==> src/rtl/gb_sequencer_if.sv <==
// Program-load and run-control bus between a host and gb_sequencer.
interface gb_sequencer_if #(parameter int AW = 4);
    logic          wr_en;
    logic [AW-1:0] wr_addr;
    logic [7:0]    wr_data;
    logic [AW:0]   prog_len;
    logic [3:0]    loops;
    logic          start;
    logic          abort;
    logic [7:0]    instruction;
    logic          valid;
    logic          busy;
    logic          done;
    logic [AW-1:0] pc;

    modport master (output wr_en, wr_addr, wr_data, prog_len, loops, start, abort,
                    input  instruction, valid, busy, done, pc);
    modport slave  (input  wr_en, wr_addr, wr_data, prog_len, loops, start, abort,
                    output instruction, valid, busy, done, pc);
endinterface

==> src/rtl/gb_sequencer.sv <==
// Instruction sequencer: plays mem[0..len-1] once per pass, loops+1 passes per run.
//
// state | meaning
// IDLE  | waiting for start; program memory writable
// RUN   | presenting one instruction per cycle
// DONE  | one-cycle completion pulse; program memory writable
module gb_sequencer #(
    parameter int DEPTH = 16
) (
    input  logic           clock,
    input  logic           reset,
    gb_sequencer_if.slave  bus
);
    localparam int AW = $clog2(DEPTH);

    typedef enum logic [1:0] {IDLE, RUN, DONE} state_t;

    state_t        state_q, state_d;
    logic [7:0]    mem_q [DEPTH];
    logic [7:0]    mem_d [DEPTH];
    logic [AW:0]   len_q, len_d;
    logic [4:0]    pass_q, pass_d;
    logic [AW-1:0] pc_q, pc_d;
    logic [7:0]    instr_q, instr_d;
    logic          valid_q, valid_d;
    logic          busy_q, busy_d;
    logic          done_q, done_d;

    logic          accept;
    logic          last_instr;
    logic [AW:0]   len_clamped;
    logic [AW-1:0] pc_inc;

    always_comb begin
        accept      = (state_q == IDLE) && bus.start && !bus.abort && (bus.prog_len != '0);
        len_clamped = (bus.prog_len > (AW+1)'(DEPTH)) ? (AW+1)'(DEPTH) : bus.prog_len;
        last_instr  = ({1'b0, pc_q} == (len_q - (AW+1)'(1)));
        pc_inc      = pc_q + AW'(1);

        state_d = state_q;
        mem_d   = mem_q;
        len_d   = len_q;
        pass_d  = pass_q;
        pc_d    = pc_q;
        instr_d = 8'h00;
        valid_d = 1'b0;
        busy_d  = 1'b0;
        done_d  = 1'b0;

        // An accepted start owns the cycle, so a coincident write is dropped.
        if (bus.wr_en && (state_q != RUN) && !accept)
            mem_d[bus.wr_addr] = bus.wr_data;

        case (state_q)
            IDLE: begin
                if (accept) begin
                    state_d = RUN;
                    len_d   = len_clamped;
                    pass_d  = 5'(bus.loops) + 5'd1;
                    pc_d    = '0;
                    instr_d = mem_q[0];
                    valid_d = 1'b1;
                    busy_d  = 1'b1;
                end
            end
            RUN: begin
                if (bus.abort) begin
                    state_d = IDLE;
                end else if (last_instr) begin
                    pass_d = pass_q - 5'd1;
                    if (pass_q == 5'd1) begin
                        state_d = DONE;
                        done_d  = 1'b1;
                    end else begin
                        pc_d    = '0;
                        instr_d = mem_q[0];
                        valid_d = 1'b1;
                        busy_d  = 1'b1;
                    end
                end else begin
                    pc_d    = pc_inc;
                    instr_d = mem_q[pc_inc];
                    valid_d = 1'b1;
                    busy_d  = 1'b1;
                end
            end
            DONE: begin
                state_d = IDLE;
            end
            default: begin
                state_d = IDLE;
            end
        endcase
    end

    always_ff @(posedge clock) begin
        if (reset) begin
            state_q <= IDLE;
            mem_q   <= '{default: 8'h00};
            len_q   <= '0;
            pass_q  <= '0;
            pc_q    <= '0;
            instr_q <= 8'h00;
            valid_q <= 1'b0;
            busy_q  <= 1'b0;
            done_q  <= 1'b0;
        end else begin
            state_q <= state_d;
            mem_q   <= mem_d;
            len_q   <= len_d;
            pass_q  <= pass_d;
            pc_q    <= pc_d;
            instr_q <= instr_d;
            valid_q <= valid_d;
            busy_q  <= busy_d;
            done_q  <= done_d;
        end
    end

    assign bus.instruction = instr_q;
    assign bus.valid       = valid_q;
    assign bus.busy        = busy_q;
    assign bus.done        = done_q;
    assign bus.pc          = pc_q;
endmodule

==> src/flat_wrapper.sv <==
// flat-port wrapper written by rule: the top's interface ports become plain ports
module gb_sequencer_flat 
#(
    parameter int DEPTH = 16
)
  (clock, reset, bus_wr_en, bus_wr_addr, bus_wr_data, bus_prog_len, bus_loops, bus_start, bus_abort, bus_instruction, bus_valid, bus_busy, bus_done, bus_pc);
  gb_sequencer_if #(.AW(($clog2(DEPTH)))) bus_i ();
  input  logic clock;
  input  logic reset;
  input wire logic [$bits(bus_i.wr_en)-1:0] bus_wr_en;
  input wire logic [$bits(bus_i.wr_addr)-1:0] bus_wr_addr;
  input wire logic [$bits(bus_i.wr_data)-1:0] bus_wr_data;
  input wire logic [$bits(bus_i.prog_len)-1:0] bus_prog_len;
  input wire logic [$bits(bus_i.loops)-1:0] bus_loops;
  input wire logic [$bits(bus_i.start)-1:0] bus_start;
  input wire logic [$bits(bus_i.abort)-1:0] bus_abort;
  output wire logic [$bits(bus_i.instruction)-1:0] bus_instruction;
  output wire logic [$bits(bus_i.valid)-1:0] bus_valid;
  output wire logic [$bits(bus_i.busy)-1:0] bus_busy;
  output wire logic [$bits(bus_i.done)-1:0] bus_done;
  output wire logic [$bits(bus_i.pc)-1:0] bus_pc;
  assign bus_i.wr_en = bus_wr_en;
  assign bus_i.wr_addr = bus_wr_addr;
  assign bus_i.wr_data = bus_wr_data;
  assign bus_i.prog_len = bus_prog_len;
  assign bus_i.loops = bus_loops;
  assign bus_i.start = bus_start;
  assign bus_i.abort = bus_abort;
  assign bus_instruction = bus_i.instruction;
  assign bus_valid = bus_i.valid;
  assign bus_busy = bus_i.busy;
  assign bus_done = bus_i.done;
  assign bus_pc = bus_i.pc;
  gb_sequencer #(.DEPTH(DEPTH)) u_core (.clock(clock), .reset(reset), .bus(bus_i));
endmodule
==> config.mk <==
export PLATFORM = sky130hd
export DESIGN_NAME = gb_sequencer_flat
export DESIGN_NICKNAME = d
export VERILOG_FILES = /design/src/rtl/gb_sequencer_if.sv /design/src/rtl/gb_sequencer.sv /design/src/flat_wrapper.sv
export SDC_FILE = /design/constraint.sdc
export NUM_CORES = 1
export LEC_CHECK = 0
export CELL_PAD_IN_SITES_DETAIL_PLACEMENT = 1
export CELL_PAD_IN_SITES_GLOBAL_PLACEMENT = 2
export CORE_ASPECT_RATIO = 1.25
export CORE_UTILIZATION = 40
export CTS_CLUSTER_SIZE = 8
export DETAILED_ROUTE_END_ITERATION = 16
export HOLD_SLACK_MARGIN = 0.1
export PLACE_DENSITY = 0.86
export RECOVER_POWER = 100
export SLEW_MARGIN = 10
export SYNTH_ARGS = -nofsm -noshare
export SYNTH_HDL_FRONTEND = slang
export SYNTH_SLANG_ARGS = --single-unit
==> constraint.sdc <==
create_clock -name clock -period 3.8 [get_ports clock]
set_clock_uncertainty 0.05 [all_clocks]
set_input_delay 0.38 -clock clock [delete_from_list [all_inputs] [get_ports clock]]
set_output_delay 0.38 -clock clock [all_outputs]
set_load 0.01 [all_outputs]
# == Word level (Yosys, flattened, before mapping) ==
# Cells that the tools add are included.
# word_totals
reg_bits,154
inputBits,26
output_inout_bits,15
wordCells,93
# classes
addsub,4
order_cmp,4
eq_ne,10
mux,32
n_bitwise,4
reduce_logical,16
# op_table
operator,count
$bwmux 128,1
$mux 8,7
$bmux 8 s4,1
$demux 8 s4,1
$mux 5,4
$mux 4,4
$pmux 8 s2,1
$ge 5x5->1 const B,2
$not 4->5,2
$pmux 5 s2,1
$sub 5x1->5 const B,2
$mux 2,4
$pmux 4 s2,1
$reduce_and 4->1,2
$logic_and 1x1->1,6
$ne 2x1->1 const B,3
$ne 3x2->1 const B,2
$add 4x1->5 const B,1
$eq 4x5->1,1
$eq 5x1->1 const B,1
$gt 5x5->1 const B,1
$lt 5x1->1 const B,1
$mux 1,5
$reduce_bool 5->1,1
13 further kinds,15

# == Longest topological paths before layout ==
# logic_depth
word_depth,8
depth_mapped,8
mapped_depth_nobuf,7

# == Worst setup path before layout ==
# No wires, ideal clock.
# synth_timing
kind,register to register
start,register u_core.pc_q[1] (netlist: u_core.bus.pc[1])
end,register u_core.instr_q[5] (netlist: u_core.bus.instruction[5])
setup_time_ns,0.117
t_arrival_ns,2.347
required_ns,3.633
slack_ns,1.286
path_stages_with_launch,9
n_path_buf,3
period_less_slack_ns,2.514
cell_sequence,dfxtp_1 > ha_1 > buf_2 > buf_2 > buf_2 > mux4_2 > mux2i_1 > a21oi_1 > a22o_1
# synth_between
elab_chain_len,8
elab_cells_between_ends,9
classes_between,add/sub: 1; eq/ne: 1; mux: 6; bitwise: 1
# synth_lines
item,line_no,source
"start, declared",gb_sequencer.sv:23,"logic [AW-1:0] pc_q, pc_d;"
"start signal, assigned",gb_sequencer.sv:112,pc_q <= pc_d;
$add 4x1->4,gb_sequencer.sv:38,pc_inc = pc_q + AW'(1);
$not 4->5 (implied by the code),gb_sequencer.sv:82,instr_d = mem_q[pc_inc];
$bmux 8 s4,gb_sequencer.sv:82,
$mux 8 (implied by the code) (2 in a row),gb_sequencer.sv:82,
$mux 8 *,gb_sequencer.sv:69,end else if (last_instr) begin
$mux 8 *,gb_sequencer.sv:67,if (bus.abort) begin
$pmux 8 s2 *,gb_sequencer.sv:54,case (state_q)
"end signal, assigned",gb_sequencer.sv:113,instr_q <= instr_d;
"end, declared",gb_sequencer.sv:24,"logic [7:0] instr_q, instr_d;"
# Mark *: on every way between the ends. The rest lies on a longest branch, timed or not. The select of a mux whose other input is x is not followed.
# A chain may end at the register's enable or synchronous reset.

# == Worst setup path after layout ==
# layout_timing
start,input bus_prog_len[0]
end,register u_core.mem_q[44] (netlist name)
# layout_between
elab_chain_len,4
# layout_lines
item,line_no,source
"start, declared",flat_wrapper.sv:13,input wire logic [$bits(bus_i.prog_len)-1:0] bus_prog_len;
$reduce_bool 5->1,gb_sequencer.sv:35,accept = (state_q == IDLE) && bus.start && !bus.abort && (bus.prog_len != '0);
$logic_and 1x1->1,gb_sequencer.sv:35,
$logic_not 1->1,gb_sequencer.sv:51,if (bus.wr_en && (state_q != RUN) && !accept)
$logic_and 1x1->1,gb_sequencer.sv:51,
"end signal, assigned",gb_sequencer.sv:109,mem_q <= mem_d;
"end, declared",gb_sequencer.sv:19,logic [7:0] mem_q [DEPTH];
# Every way passes these cells.

==> flow_summary.toml <==
[status]
status = "finished with violations"
violations = "max-capacitance violations, max-slew violations"

[synth]
syn_nets = 681
synthesis.area_mm2 = 0.00700
synth_flop_cell = "dfxtp_1"
synth_common_cells = "154 x dfxtp_1, 137 x mux2i_1, 137 x nor2_1, 32 x mux4_2, 30 x clkbuf_1"
synth-edff-count = 0
synth_cells = 650
yosys.cell_count.top_type = "dfxtp_1"
syn_area_per_cell_um2 = 10.8
async_reset_ff_frac = 0
synthTopCellsByArea = "dfxtp_1 44%, mux2i_1 20%, mux4_2 10%"
yosysTopAreaCellShare = 0.440
yosysTopAreaCell = "dfxtp_1"
ys_ff_latch = 154
synth-seq-area-share = 0.440
synth_cell_types = 46
yosys_warnings = 0

[routing]
firstDrtPassIters = 4
ant_nets = 0
dr.first_iter.drc_count = 230
drc = 0
drt_wl_total_mm = 19.1
wl_per_cell_um = 21.1
vias_per_cell = 5.58
via_count = 5050

[timing]
rsz0062_at_grt = "no"
tns_ns = 0
slew_violations = 9
setup_violations = 0
fmax_mhz = 317
hold_viol = 0
final.min_clock_period_ns = 3.15
maxSlewHeadroom = -0.0509
fin_crit_sh = 0.830
hold_ws_ns = 0.282
worstMarginPinSlew_ns = 1.56

[power_and_ir_drop]
leakagePower_nw = 3.09
peakVddDrop_mv = 0.345
powerDensity_mw_per_mm2 = 464

[global_routing]
grt_pass1_vias = 5348
antenna_found_initial = 0
grt.met1_usage = 0.255
grt_use_total = 0.223
grtUsageMet2 = 0.413
grt_pass1_wl_mm = 30.2
grt-ovfl-total = 0
busiest_layer = "met2"
use_met3 = 0.0404
grt_max_degree = 67

[clock_tree]
cts_hold_buf = 0
numCtsBuffers = 17
cts_tree = "yes"
clk_pin_slew_ns = 0.06
post_cts_resized = 0
worstSkewPairLatency_ns = 0.43
cts_buffer_depth = 2
htree_levels = 4
post_cts_buffers = 0
root_buffer = "clkbuf_16"
clock-sinks = 154

[die]
initial_core_util = 0.412
die_y_um = 150
io_pins = 41
core.rowCount = 53
core_mm2 = 0.0170
die_x_um = 120
dieArea_mm2 = 0.0180

[setup_path]
critical_path_class = "in2reg"
cp.arrival_ns = 3.40
crit_path_end_kind = "flip-flop"
rrSetupSlack_ns = 0.88
critPathMaxFanout = 11
crit_required_ns = 4.05
startpoint_type = "input pin"

[layout]
area_growth_pct = 16.1
n_fill_cell = 1848
postLayoutCoreUtil = 0.479
layout-drive-gt1-share = 0.127
final_cell_area_mm2 = 0.00813
multi_input_area_mm2 = 0.00361
n_antenna_cell = 0
finalNetCount = 703
regArea_mm2 = 0.00308

[hold_path]
hold_class = "in2reg"

[placed_design]
io_buffers = 40
post-dp-hpwl_mm = 12.9
gp_congestion = 0.789
placed_cell_area_mm2 = 0.00756

[run]
cap_violations = 1
per-stage QoR:
stage	std cells	setup slack, ns	total power, W
after floorplan	650	1.29	0.00184
after global placement	873	0.698	0.00192
after detailed placement	873	0.565	0.00193
after CTS	905	1.00	0.00381
after global routing	905	0.512	0.00389
final	905	0.647	0.00377
final timing paths:
path / startpoint / to / cells past startpoint
worst min register to register: u_core.len_q[1]$_SDFFE_PP0P_ / u_core.len_q[1]$_SDFFE_PP0P_ / 2
worst max-delay path: bus_prog_len[0] / u_core.mem_q[44]$_SDFFE_PP0P_ / 7
worst min-delay path: reset / u_core.mem_q[21]$_SDFFE_PP0P_ / 2
worst max register to register: u_core.bus.pc[0]$_SDFFE_PP0P_ / u_core.bus.pc[0]$_SDFFE_PP0P_ / 6
power by group:
group	leakage, nW	internal (W)	switching (W)
combinational	1.54	0.0000932	0.000142
sequential	1.24	0.00163	0.0000136
clock	0.309	0.00119	0.000704
cell type report:
class,instances,share of cell area
flip-flops and latches,154,0.379
inverters,5,0.00231
repair buffers,51,0.0589
multi-input cells,443,0.445
clock buffers,18,0.0540
clock inverters,14,0.0271
well taps,220,0.0339
layout by cell type, fill, tap and decap left out, types with 9 or more instances in the layout:
cell             instances
dfxtp_1                154
nor2_1                 137
nor2b_1                  9
nand3b_1                11
xnor2_1                  9
dlygate4sd3_1           15
mux2i_1                137
a211oi_1                 9
mux4_2                  32
clkdlybuf4s50_1         24
a21oi_1                 20
nand3_1                  9
clkbuf_16               17
a22o_1                  11
worst max-delay path: stages:
cell and delay, ns:
clkdlybuf4s50_1 0.42, or4_4 0.54, o21a_1 0.34, clkbuf_1 0.21
nor3_1 1.13, mux2i_1 0.30, nor2_1 0.06
sequential cells by signal (all words and copies together) (netlist names):
| name | count |
|---|---|
| u_core.len_q | 5 |
| u_core.bus.pc | 4 |
| u_core.pass_q | 5 |
| u_core.bus.instruction | 8 |
| u_core.bus.done | 1 |
| u_core.mem_q | 128 |
| u_core.state_q | 2 |
| u_core.bus.busy | 1 |
layer usage:
layer / up-vias / part of all wire
met3: 18 / 0.032
met5: - / 0
met4: 0 / 0.017
met2: 92 / 0.54
li1: 2373 / -
met1: 2567 / 0.42
kinds of logic (layout without fill, tap and decap cells):
logic type	Yosys count	count (layout)	share of synthesized area
and+or+nand+nor	199	199	0.144
muxes	170	170	0.300
DFF	154	154	0.440
AOI/OAI and AO/OA	58	58	0.0577
buffers and inverters	53	88	0.0345
xor gates and xnor gates	11	11	0.0138
adders and majority gates	5	5	0.00893
(Power assumes the default switching activity.)
